**src/rtl/alarm_pkg.sv**
```systemverilog
`default_nettype none
//==============================================================
// Module  : alarm_pkg
// Brief   : shared state encodings, time limits and mode value
// Revision: 1.0
//==============================================================
package alarm_pkg;

    typedef enum logic [1:0] {
        ST_IDLE   = 2'd0,
        ST_SET    = 2'd1,
        ST_RING   = 2'd2,
        ST_SNOOZE = 2'd3
    } state_e;

    localparam logic [7:0] HOUR_MAX = 8'd23;
    localparam logic [7:0] MIN_MAX  = 8'd59;
    localparam logic [1:0] MODE_SET = 2'd2;

    function automatic int imax(input int a, input int b);
        return (a > b) ? a : b;
    endfunction

endpackage
`default_nettype wire

```
**src/rtl/alarm_setreg.sv**
```systemverilog
`default_nettype none
//==============================================================
// Module  : alarm_setreg
// Brief   : stored alarm hour/minute with independent wrap-around increment
// Revision: 1.0
//==============================================================
module alarm_setreg
    import alarm_pkg::*;
(
    input  logic       clk,
    input  logic       rst_n,
    input  logic       inc_hour_i,
    input  logic       inc_minute_i,
    output logic [7:0] hour_o,
    output logic [7:0] minute_o
);

    logic [7:0] hour_q, hour_d;
    logic [7:0] minute_q, minute_d;

    // Minute wrap deliberately does not carry into the hour field.
    always_comb begin
        hour_d   = hour_q;
        minute_d = minute_q;
        if (inc_hour_i) begin
            hour_d = (hour_q == HOUR_MAX) ? 8'd0 : hour_q + 8'd1;
        end
        if (inc_minute_i) begin
            minute_d = (minute_q == MIN_MAX) ? 8'd0 : minute_q + 8'd1;
        end
    end

    always_ff @(posedge clk or negedge rst_n) begin
        if (!rst_n) begin
            hour_q   <= 8'd0;
            minute_q <= 8'd0;
        end else begin
            hour_q   <= hour_d;
            minute_q <= minute_d;
        end
    end

    assign hour_o   = hour_q;
    assign minute_o = minute_q;

endmodule
`default_nettype wire

```
**src/rtl/alarm_ctrl.sv**
```systemverilog
`default_nettype none
//==============================================================
// Module  : alarm_ctrl
// Brief   : alarm FSM with set mode, ring timeout and snooze countdown
// Revision: 1.0
//==============================================================
module alarm_ctrl
    import alarm_pkg::*;
#(
    parameter int RING_SECS   = 60,
    parameter int SNOOZE_SECS = 300
) (
    input  logic       clk,
    input  logic       rst_n,
    input  logic [1:0] mode,
    input  logic       turn,
    input  logic       change,
    input  logic       sec_tick,
    input  logic [7:0] cur_hour,
    input  logic [7:0] cur_minute,
    input  logic [7:0] cur_second,
    input  logic       alarm_en,
    input  logic       stop,
    input  logic       snooze,
    output logic [7:0] alarm_hour,
    output logic [7:0] alarm_minute,
    output logic       ring,
    output logic [1:0] state
);

    localparam int              CNT_W       = $clog2(imax(RING_SECS, SNOOZE_SECS) + 1);
    localparam logic [CNT_W-1:0] RING_LAST   = CNT_W'(RING_SECS - 1);
    localparam logic [CNT_W-1:0] SNOOZE_LOAD = CNT_W'(SNOOZE_SECS);
    localparam logic [CNT_W-1:0] CNT_ONE     = CNT_W'(1);

    state_e            state_q, state_d;
    logic [CNT_W-1:0]  cnt_q, cnt_d;
    logic              ring_q, ring_d;
    logic              change_q;
    logic              change_edge;
    logic              trigger;

    assign change_edge = change & ~change_q;
    assign trigger     = alarm_en && sec_tick && (cur_hour == alarm_hour)
                      && (cur_minute == alarm_minute) && (cur_second == 8'd0);

    alarm_setreg u_setreg (
        .clk          (clk),
        .rst_n        (rst_n),
        .inc_hour_i   ((state_q == ST_SET) && change_edge && turn),
        .inc_minute_i ((state_q == ST_SET) && change_edge && !turn),
        .hour_o       (alarm_hour),
        .minute_o     (alarm_minute)
    );

    always_comb begin
        state_d = state_q;
        cnt_d   = cnt_q;
        if (mode == MODE_SET) begin
            state_d = ST_SET;
        end else begin
            unique case (state_q)
                ST_SET: state_d = ST_IDLE;
                ST_IDLE: begin
                    if (trigger) begin
                        state_d = ST_RING;
                        cnt_d   = '0;
                    end
                end
                ST_RING: begin
                    if (!alarm_en || stop) begin
                        state_d = ST_IDLE;
                    end else if (snooze) begin
                        state_d = ST_SNOOZE;
                        cnt_d   = SNOOZE_LOAD;
                    end else if (sec_tick) begin
                        if (cnt_q >= RING_LAST) begin
                            state_d = ST_IDLE;
                        end else begin
                            cnt_d = cnt_q + CNT_ONE;
                        end
                    end
                end
                ST_SNOOZE: begin
                    // Snooze pulses are ignored here; only stop, disarm or expiry leave.
                    if (!alarm_en || stop) begin
                        state_d = ST_IDLE;
                    end else if (sec_tick) begin
                        if (cnt_q <= CNT_ONE) begin
                            state_d = ST_RING;
                            cnt_d   = '0;
                        end else begin
                            cnt_d = cnt_q - CNT_ONE;
                        end
                    end
                end
                default: state_d = ST_IDLE;
            endcase
        end
        ring_d = (state_d == ST_RING);
    end

    always_ff @(posedge clk or negedge rst_n) begin
        if (!rst_n) begin
            state_q  <= ST_IDLE;
            cnt_q    <= '0;
            ring_q   <= 1'b0;
            change_q <= 1'b0;
        end else begin
            state_q  <= state_d;
            cnt_q    <= cnt_d;
            ring_q   <= ring_d;
            change_q <= change;
        end
    end

    assign ring  = ring_q;
    assign state = state_q;

endmodule
`default_nettype wire

```
**config.mk**
```make
export PLATFORM = sky130hd
export DESIGN_NAME = alarm_ctrl
export DESIGN_NICKNAME = d
export VERILOG_FILES = /design/src/rtl/alarm_pkg.sv /design/src/rtl/alarm_setreg.sv /design/src/rtl/alarm_ctrl.sv
export SDC_FILE = /design/constraint.sdc
export NUM_CORES = 1
export LEC_CHECK = 0
export BUFFER_PORTS_ARGS = -buffer_cell sky130_fd_sc_hd__buf_4
export CORE_ASPECT_RATIO = 1.2
export CORE_MARGIN = 5
export CORE_UTILIZATION = 40
export DETAILED_ROUTE_END_ITERATION = 16
export REMOVE_ABC_BUFFERS = 1
export SKIP_CTS_REPAIR_TIMING = 1
export SYNTH_ARGS = -nofsm -noshare
export SYNTH_HDL_FRONTEND = slang
export SYNTH_SLANG_ARGS = --single-unit
```
**constraint.sdc**
```tcl
create_clock -name clk -period 5.8 [get_ports clk]
set_input_delay 0 -clock clk [delete_from_list [all_inputs] [get_ports clk]]
set_output_delay 0 -clock clk [all_outputs]
set_load 0.05 [all_outputs]
```
* Word-level counts from Yosys, hierarchy flattened
Index checks and enable logic that the tools add are counted.
** Storage, ports and cells
- Flip-flop bits (word level) :: 29
- Bits in writable memories :: 0
- Logic and storage cells :: 65
- Latch bits :: 0
- Output and inout port bits :: 19
- Bits in read-only memories :: 0
- Memories :: 0
- Input bits :: 34
** Cells by class
- Magnitude comparators :: 2
- $add $sub $neg :: 4
- Reductions and logical operators :: 14
- Div/mod/pow operators :: 0
- Multiplexer cells :: 21
- Shift operators :: 0
- $mul :: 0
- Equality and inequality tests :: 15
- Bitwise gates (word level) :: 3
** Operator list (count)
- $mux W9 :: 8
- $pmux W9 S3 :: 1
- $mux W2 :: 9
- $add A8 B1 Y8 const B :: 2
- $eq A8 B8 Y1 :: 2
- $mux W8 :: 2
- $add A9 B1 Y9 const B :: 1
- $ge A9 B6 Y1 const B :: 1
- $le A9 B1 Y1 const B :: 1
- $sub A9 B1 Y9 const B :: 1
- $eq A2 B2 Y1 const B :: 4
- $eq A8 B5 Y1 const B :: 1
- $eq A8 B6 Y1 const B :: 1
- $logic_not A8 Y1 :: 1
- $ne A2 B2 Y1 const B :: 4
- $pmux W2 S4 :: 1
- $reduce_and A8 Y1 :: 1
- $logic_and A1 B1 Y1 :: 7
- $ne A3 B3 Y1 const B :: 2
- $reduce_bool A3 Y1 :: 1
- $eq A2 B1 Y1 const B :: 1
- $logic_not A1 Y1 :: 2
- $logic_not A2 Y1 :: 1
- $not A1 Y1 :: 2
- 2 further kinds :: 2

* Depth between registers and ports, before layout
Gate-level depths: netlist of run 1.
- Depth after elaboration :: 8
- Gate-level depth with buffers :: 8
- Mapped depth without buffers :: 7

* By module
A second synthesis of run 1 with hierarchy kept.
** Second synthesis, totals
- Cell total of the unflattened synthesis :: 239
- Area total of the unflattened synthesis :: 2169.6 sq um
** By module, submodules not included
- alarm_ctrl :: times used 1, sequential area each 325.3 sq um, cells each 154, area an instance 1348.8 sq um
- alarm_setreg :: times used 1, sequential area each 400.4 sq um, cells each 85, area an instance 820.8 sq um

* Worst setup path before layout of run 1
No wires, ideal clock.
- Path type :: flip-flop to flip-flop
- Start :: register state_q[1], in the netlist state[1]
- End :: register cnt_q[2]
- Library setup time :: 123 ps
- Setup slack :: 3785 ps
- Period minus slack after synthesis :: 2015 ps
- Buffers on the path :: 2
- Arrival time :: 1892 ps
- Data required time :: 5677 ps
- Cell stages (with the launch flop) :: 9
- Cell sequence :: dfrtp_1 > buf_4 > nand2_1 > a221o_1 > a21oi_4 > o311ai_4 > buf_6 > o21ai_1 > o21ai_1
** On the way
- Cells in the longest elaborated chain, start to end :: 3
- Elaborated cells on any way between the ends :: 12
- Classes of those cells :: 8 x eq/ne; 1 x mux; 3 x reduce/logical
** RTL lines
- start: declaration :: line alarm_ctrl.sv:36 : state_e state_q, state_d;
- start signal: assignment :: line alarm_ctrl.sv:110 : state_q <= state_d;
- $eq A2 B2 Y1 / $logic_not A2 Y1 (equally long branches) :: line alarm_ctrl.sv:62 : unique case (state_q)
- $ne A3 B3 Y1 (no line) (tied with other cells)
- $reduce_and A8 Y1 (no line)
- end signal: assignment :: line alarm_ctrl.sv:111 : cnt_q <= cnt_d;
- end: declaration :: line alarm_ctrl.sv:37 : logic [CNT_W-1:0] cnt_q, cnt_d;
Parallel ways exist; a longest one is shown, timed or not.
A chain may end at the register's enable or synchronous reset.

* Worst setup path in the final report of run 1
- Start :: register cnt_q[0]
- End :: register cnt_q[6]
** On the way
- Cells in the longest elaborated chain, start to end :: 6
- Elaborated cells on any way between the ends :: 14
- Classes of those cells :: 2 x add/sub; 2 x order compare; 1 x eq/ne; 8 x mux; 1 x reduce/logical
** RTL lines
- $add A9 B1 Y9 :: line alarm_ctrl.sv:80 : cnt_d = cnt_q + CNT_ONE;
- $mux W9 :: line alarm_ctrl.sv:77 : if (cnt_q >= RING_LAST) begin
- $mux W9 :: line alarm_ctrl.sv:76 : end else if (sec_tick) begin
- $mux W9 :: line alarm_ctrl.sv:73 : end else if (snooze) begin
- $mux W9 :: line alarm_ctrl.sv:71 : if (!alarm_en || stop) begin
- $pmux W9 S3 :: line alarm_ctrl.sv:62
Parallel ways exist; a longest one is shown, timed or not. The select of a mux whose other input is x is not followed.

==> flow_metrics.env, run 1 <==
export IMPL_status="complete, but fails checks"
export IMPL_violations="hold timing"
export IMPL_yosysTopAreaCellShare_pct=35.58
export IMPL_clock_latency_ns=0.28
export IMPL_ioPinCount=53
export IMPL_slowest_stage="dfrtp_1"
export IMPL_crit_type="reg2reg"
export IMPL_rows=28
export IMPL_ys_flop_type="dfrtp_1"
export IMPL_nets=320
export IMPL_drc_errors=0
export IMPL_reg2reg_slack_ns=3.61
export IMPL_cp_num_buf_inv=0
export IMPL_final_common_cell="buf_4"
export IMPL_yosys_register_bits=29
export IMPL_cp_top_family="compound AO/OA/AOI/OAI gates"
export IMPL_place_hpwl_mm=3.842
export IMPL_maxSlewViolCount=0
export IMPL_synth_top_family_by_area="simple AND/OR/NAND/NOR gates"
export IMPL_die_y_um=88.22
export IMPL_grt_max_degree=30
export IMPL_initial_utilization_pct=41.29
export IMPL_synth_mux_area_share_pct=1.104
export IMPL_synthTopCellsByArea="dfrtp_1 36%, xnor2_1 9.0%, nand2_1 3.9%"
export IMPL_core_area_sq_um=4940
export IMPL_hold_start="mode[1]"
export IMPL_path_clk_slew_ns=0.06
export IMPL_grt_overflow=0
export IMPL_num_fill_cells=455
export IMPL_finalCritPeriodShare_pct=37.77
export IMPL_r2r_start="cnt_q[0]"
export IMPL_maxSlewHeadroom_pct=56.48
export IMPL_r2r_cells=7
export IMPL_numCtsBuffers=5
export IMPL_synthSimpleGateAreaFrac_pct=23.74
export IMPL_cp_cell_sequence="ha_1, a211oi_1, o211ai_1, a21oi_4, o311ai_4, a211oi_1, a21oi_1"
export IMPL_synth_compound_area_share_pct=19.63
export IMPL_die_w_um=75.19
export IMPL_finalCriticalPeriod_ns=2.191
export IMPL_leakagePower_nw=1.120
export IMPL_netlist_instances=230
export IMPL_finalSetupViolations=0
export IMPL_vias=1881
export IMPL_netlist_area_sq_um=2039
export IMPL_io_buffers=52
export IMPL_drt_iter0_markers=101
export IMPL_root_buffer="clkbuf_8"
export IMPL_synthXorXnorAreaFrac_pct=11.60
export IMPL_cp_end_kind="flip-flop"
export IMPL_wl_per_cell_um=14.87
export IMPL_min_to="state[0]"
export IMPL_slowest_delay_ns=0.46
export IMPL_hold_class="in2reg"
export IMPL_ys_types=51
export IMPL_cts_tree="built"
export IMPL_async_flop_share_pct=100.0
export IMPL_fmax_ghz=0.4564
export IMPL_cp_required_ns=5.95
export IMPL_maxCapViolCount=0
export IMPL_avgSynthCellArea_sq_um=8.867
export IMPL_worstPathArrival_ns=2.34
export IMPL_syn_to_final_growth_pct=24.72
export IMPL_setup_worst_path_start_class="flip-flop"
export IMPL_drive_above_1_share_pct=24.91
export IMPL_antenna_found_initial=0
export IMPL_finalSetupTns_ns=0
export IMPL_finalHoldWorstSlack_ns=-0.01455
export IMPL_rsz0062_at_grt="no"
export IMPL_drt_total_wl_mm=5.069
export IMPL_clk_path_buf_depth=2
export IMPL_synth_edf_count=0
export IMPL_vias_per_cell=5.516
export IMPL_drtPass1Iterations=4
export IMPL_cts_sinks=29
export IMPL_hold_depth=3
export IMPL_hold_viol_final=1
export IMPL_dieArea_sq_um=6633
export IMPL_vdd_ir_drop_worst_mv=0.2178
export IMPL_diodes=0
export IMPL_fin_util_pct=51.49
export IMPL_worstPathMaxFanout=14
export IMPL_tightestPinTransition_ns=0.6513
export IMPL_yosysSeqAreaShare_pct=35.58
export IMPL_grt_pass1_wl_mm=8.466
export IMPL_pwr_density_cell_nw_per_um2=227.2
export IMPL_grt_total_usage_pct=16.52
export IMPL_gp_congestion=0.8669
export IMPL_yosys_area_top_type="dfrtp_1"
export IMPL_synthAdderAreaFrac_pct=3.067
export IMPL_antenna_left=0
export IMPL_r2r_end="cnt_q[6]"
export IMPL_grt_pass1_vias=1797
export IMPL_worst_clock_skew_ns=0.007174
export IMPL_cpMostUsedCell="a211oi_1"
export IMPL_h_tree_depth=2
export IMPL_layout_common_cells="52 x buf_4, 29 x dfrtp_1, 21 x xnor2_1, 21 x nand2_1, 17 x nor2_1"
export IMPL_p_total_mw=0.5778
export IMPL_yosys_warnings=0
[worst max-delay path by stage]
stage | from | endpoint | slack, ns | depth (start not counted)
CTS | cnt_q[0] | cnt_q[6] | 3.59 | 7
finish | cnt_q[0] | cnt_q[6] | 3.61 | 7
global route | cnt_q[0] | cnt_q[0] | 3.44 | 7
global placement | cnt_q[0] | cnt_q[6] | 3.67 | 7
detailed placement | cnt_q[0] | cnt_q[6] | 3.60 | 7
floorplan | state[1] | cnt_q[6] | 3.77 | 6
[per-layer routing]
metal / global-route usage (%) / vias to the layer above / part of all wire (%)
li1: - / 923 / -
met1: 20.58 / 887 / 42
met2: 26.70 / 61 / 50
met3: 5.227 / 10 / 6.2
met4: 6.041 / 0 / 2.1
met5: 0 / - / 0
[cells by family after synthesis]
group,after synthesis
buf+inv,19
flops,29
simple gates,92
compound gates,56
mux,2
fa+ha+maj,5
xor+xnor,27
[sequential cells by signal, indices dropped and copies added, names as in the netlist]
name and cells:
cnt_q 9, u_setreg.hour_o 8, state 2, change_q 1
u_setreg.minute_o 8, ring 1
[layout make-up]
class,instances,area [sq um],area share [%]
multi-input cells,182,1206,47.42
flip-flops and latches,29,725.7,28.53
repair buffers,55,420.4,16.53
clock buffers,7,86.33,3.394
well taps,60,75.07,2.951
inverters,8,30.03,1.181
[Yosys cell counts (2+ instances only)]
library cell and n:
dfrtp_1 29, nand2_1 21, xnor2_1 21, nor2_1 17
nand3_1 15, nor3_1 11, o21ai_1 11, a21oi_1 7
inv_1 7, o21ai_0 7, xor2_1 6, buf_2 5
ha_1 5, nor2b_1 5, a211oi_1 4, a21o_1 4
nand2b_1 4, nand4_1 4, a31oi_1 3, buf_6 3
nor4_1 3, o31ai_1 3, and2_1 2, buf_4 2
mux2_2 2, nor3_2 2, o21a_1 2, o22ai_1 2
[where the power goes]
| group | internal [mW] | total, mW | leakage (nW) | switching (mW) |
|---|---|---|---|---|
| logic | 0.0677 | 0.160 | 0.688 | 0.0922 |
| clock network | 0.0940 | 0.170 | 0.0443 | 0.0758 |
| registers | 0.218 | 0.248 | 0.388 | 0.0303 |
| total | 0.380 | 0.578 | 1.12 | 0.198 |
[worst min-delay path, cell delays in order]
cell     delay (ns)
buf_4          0.11
inv_1          0.04
o21ai_0        0.06
[stage by stage]
step | cells | setup WS (ns) | area [sq um] | hold WS, ns
after floorplan | 219 | 3.775 | 1962 | -0.2956
after CTS | 338 | 3.589 | 2514 | -0.3484
after global routing | 341 | 3.435 | 2544 | 0.01614
after global placement | 331 | 3.674 | 2427 | -0.04442
final | 341 | 3.609 | 2544 | -0.01455
after detailed placement | 331 | 3.599 | 2427 | -0.04102
Note: power is estimated with default switching activity, not from simulation.
==> inputs of run 2 (changes only) <==
Settings changed: PLACE_DENSITY set to 0.66.
Clock period 5.8 ns to 1.9 ns, I/O delays scaled along.
==> run 2 against run 1 <==
The flow now finishes without violations. Largest power group unchanged. Routed wire length increased by 13%. Final cell count increased by 11%. Sequential power increased to 2.9 times the previous value. Sequential share of layout area decreased by 3.4 points. Clock skew about the same. Core utilization increased by 7.1 points.
==> flow_metrics.env, run 2 (same netlist as run 1, synthesis figures left out) <==
export IMPL_status="finished, final reports clean"
export IMPL_power_internal_mw=1.205
export IMPL_postPlaceCellArea_sq_um=2660
export IMPL_clk_path_buf_depth=2
export IMPL_grt_pass1_wl_mm=8.880
export IMPL_worstPathMaxFanout=15
export IMPL_p_switching_mw=0.6439
export IMPL_layout_common_cells="84 x buf_4, 28 x dfrtp_1, 21 x nand2_1"
export IMPL_largest_reg_flops=9
export IMPL_maxSlewViolCount=0
export IMPL_pwr_share_seq_pct=39.3
export IMPL_diodes=0
export IMPL_hold_viol_final=0
export IMPL_tightestPinTransition_ns=0.5419
export IMPL_finalSetupTns_ns=0
export IMPL_cp_cell_sequence="buf_6, inv_1, ha_1, o21a_1, a21o_4, o41a_1, o21ai_1"
export IMPL_multiInputGateArea_sq_um=1300
export IMPL_slowest_stage="o41a_1"
export IMPL_antenna_found_initial=0
export IMPL_ioPinCount=53
export IMPL_clock_latency_ns=0.28
export IMPL_drc_errors=0
export IMPL_antenna_left=0
export IMPL_dieArea_sq_um=6633
export IMPL_leakagePower_nw=1.302
export IMPL_gp_congestion=0.8288
export IMPL_cts_tree="built"
export IMPL_pwr_share_comb_pct=33.6
export IMPL_wl_per_cell_um=15.19
export IMPL_setup_worst_path_start_class="flip-flop"
export IMPL_fin_util_pct=58.59
export IMPL_power_frac_clock_pct=27.1
export IMPL_crit_type="reg2reg"
export IMPL_cp_end_kind="flip-flop"
export IMPL_path_clk_slew_ns=0.07
export IMPL_drt_total_wl_mm=5.728
export IMPL_drive_above_1_share_pct=35.65
export IMPL_maxCapViolCount=0
export IMPL_num_fill_cells=440
export IMPL_slowest_delay_ns=0.38
export IMPL_seqCellArea_sq_um=726.9
export IMPL_worst_clock_skew_ns=0.007258
export IMPL_drt_iter0_markers=183
export IMPL_grt_overflow=0
export IMPL_fin_area_sq_um=2894
export IMPL_largest_register="cnt_q"
export IMPL_fmax_ghz=0.5475
export IMPL_finalSetupViolations=0
export IMPL_vias=2076
export IMPL_drtPass1Iterations=5
export IMPL_place_hpwl_mm=4.120
export IMPL_cts_sinks=29
export IMPL_syn_to_final_growth_pct=41.90
export IMPL_io_buffers=52
export IMPL_cp_required_ns=2.11
export IMPL_numCtsBuffers=5
export IMPL_vias_per_cell=5.507
export IMPL_nets=355
export IMPL_rsz0062_at_grt="yes"
export IMPL_pwr_density_cell_nw_per_um2=638.9
export IMPL_finalCritPeriodShare_pct=96.13
export IMPL_h_tree_depth=2
export IMPL_grt_total_usage_pct=17.22
export IMPL_finalCriticalPeriod_ns=1.826
export IMPL_maxSlewHeadroom_pct=63.79
export IMPL_grt_pass1_vias=1972
export IMPL_initial_utilization_pct=41.29
export IMPL_vdd_ir_drop_worst_mv=0.5258
export IMPL_worstPathArrival_ns=2.03
export IMPL_grt_max_degree=30
export IMPL_cp_num_buf_inv=2
export IMPL_core_area_sq_um=4940
export IMPL_die_w_um=75.19
export IMPL_swShare_pct=34.83
export IMPL_hold_class="in2reg"
export IMPL_p_total_mw=1.849
export IMPL_final_common_cell="buf_4"
export IMPL_die_y_um=88.22
export IMPL_cp_top_family="compound AO/OA/AOI/OAI gates"
export IMPL_root_buffer="clkbuf_8"
export IMPL_rows=28
## run 2: cell types whose count changed in the layout (fill, tap and decap cells not counted), sizes merged
| cell | delta |
|---|---|
| buf | +33 |
| clkbuf | +1 |
| dlygate4sd3 | +1 |
| o311ai | +1 |
## run 2: tightest hold or removal path: stages
cell     delay (ns)
buf_4          0.09
nor2b_1        0.08
nand2_1        0.07
nand2_1        0.04
## run 2: worst paths after layout
kind	start	to	slack, ns	cells after the start
setup / recovery	cnt_q[1]	cnt_q[5]	0.07	7
min in group asynchronous	rst_n	cnt_q[7]	0.19	2
hold / removal	turn	u_setreg.minute_o[1]	0.03	4
hold reg to reg	u_setreg.minute_o[7]	u_setreg.minute_o[7]	0.57	1
max in group asynchronous	rst_n	cnt_q[2]	1.41	2
setup reg to reg	cnt_q[1]	cnt_q[5]	0.07	7
## run 2: final cells by class
type | count | share of cell area [%]
Multi-Input combinational cell | 183 | 44.92
Clock buffer | 8 | 2.767
Tap cell | 60 | 2.594
Timing Repair Buffer | 89 | 23.56
Sequential cell | 29 | 25.12
Inverter | 8 | 1.038
## run 2: metrics by stage
step	setup WS, ns	hold WS, ns	std cells
finish	0.07356	0.03354	377
global route	-0.02927	0.06711	377
CTS	-0.06431	-0.3465	370
detailed placement	-0.05775	-0.04537	362
global placement	0.0009375	-0.04338	362
floorplan	-0.1251	-0.2956	219
## run 2: layer usage
layer	track usage, %	vias to the layer above	routed length [um]
met3	4.773	15	347
met2	28.76	68	2894
met1	21.55	990	2360
li1	-	1003	-
met5	0	-	0
met4	5.246	0	125
## run 2: power groups by stage
stage | combinational, mW | clock (mW) | sequential, mW
2_1_floorplan | 0.177 | 0 | 0.888
3_3_place_gp | 0.593 | 0 | 0.735
3_5_place_dp | 0.598 | 0 | 0.735
4_1_cts | 0.599 | 0.517 | 0.724
5_1_grt | 0.671 | 0.551 | 0.732
6_report | 0.621 | 0.502 | 0.726
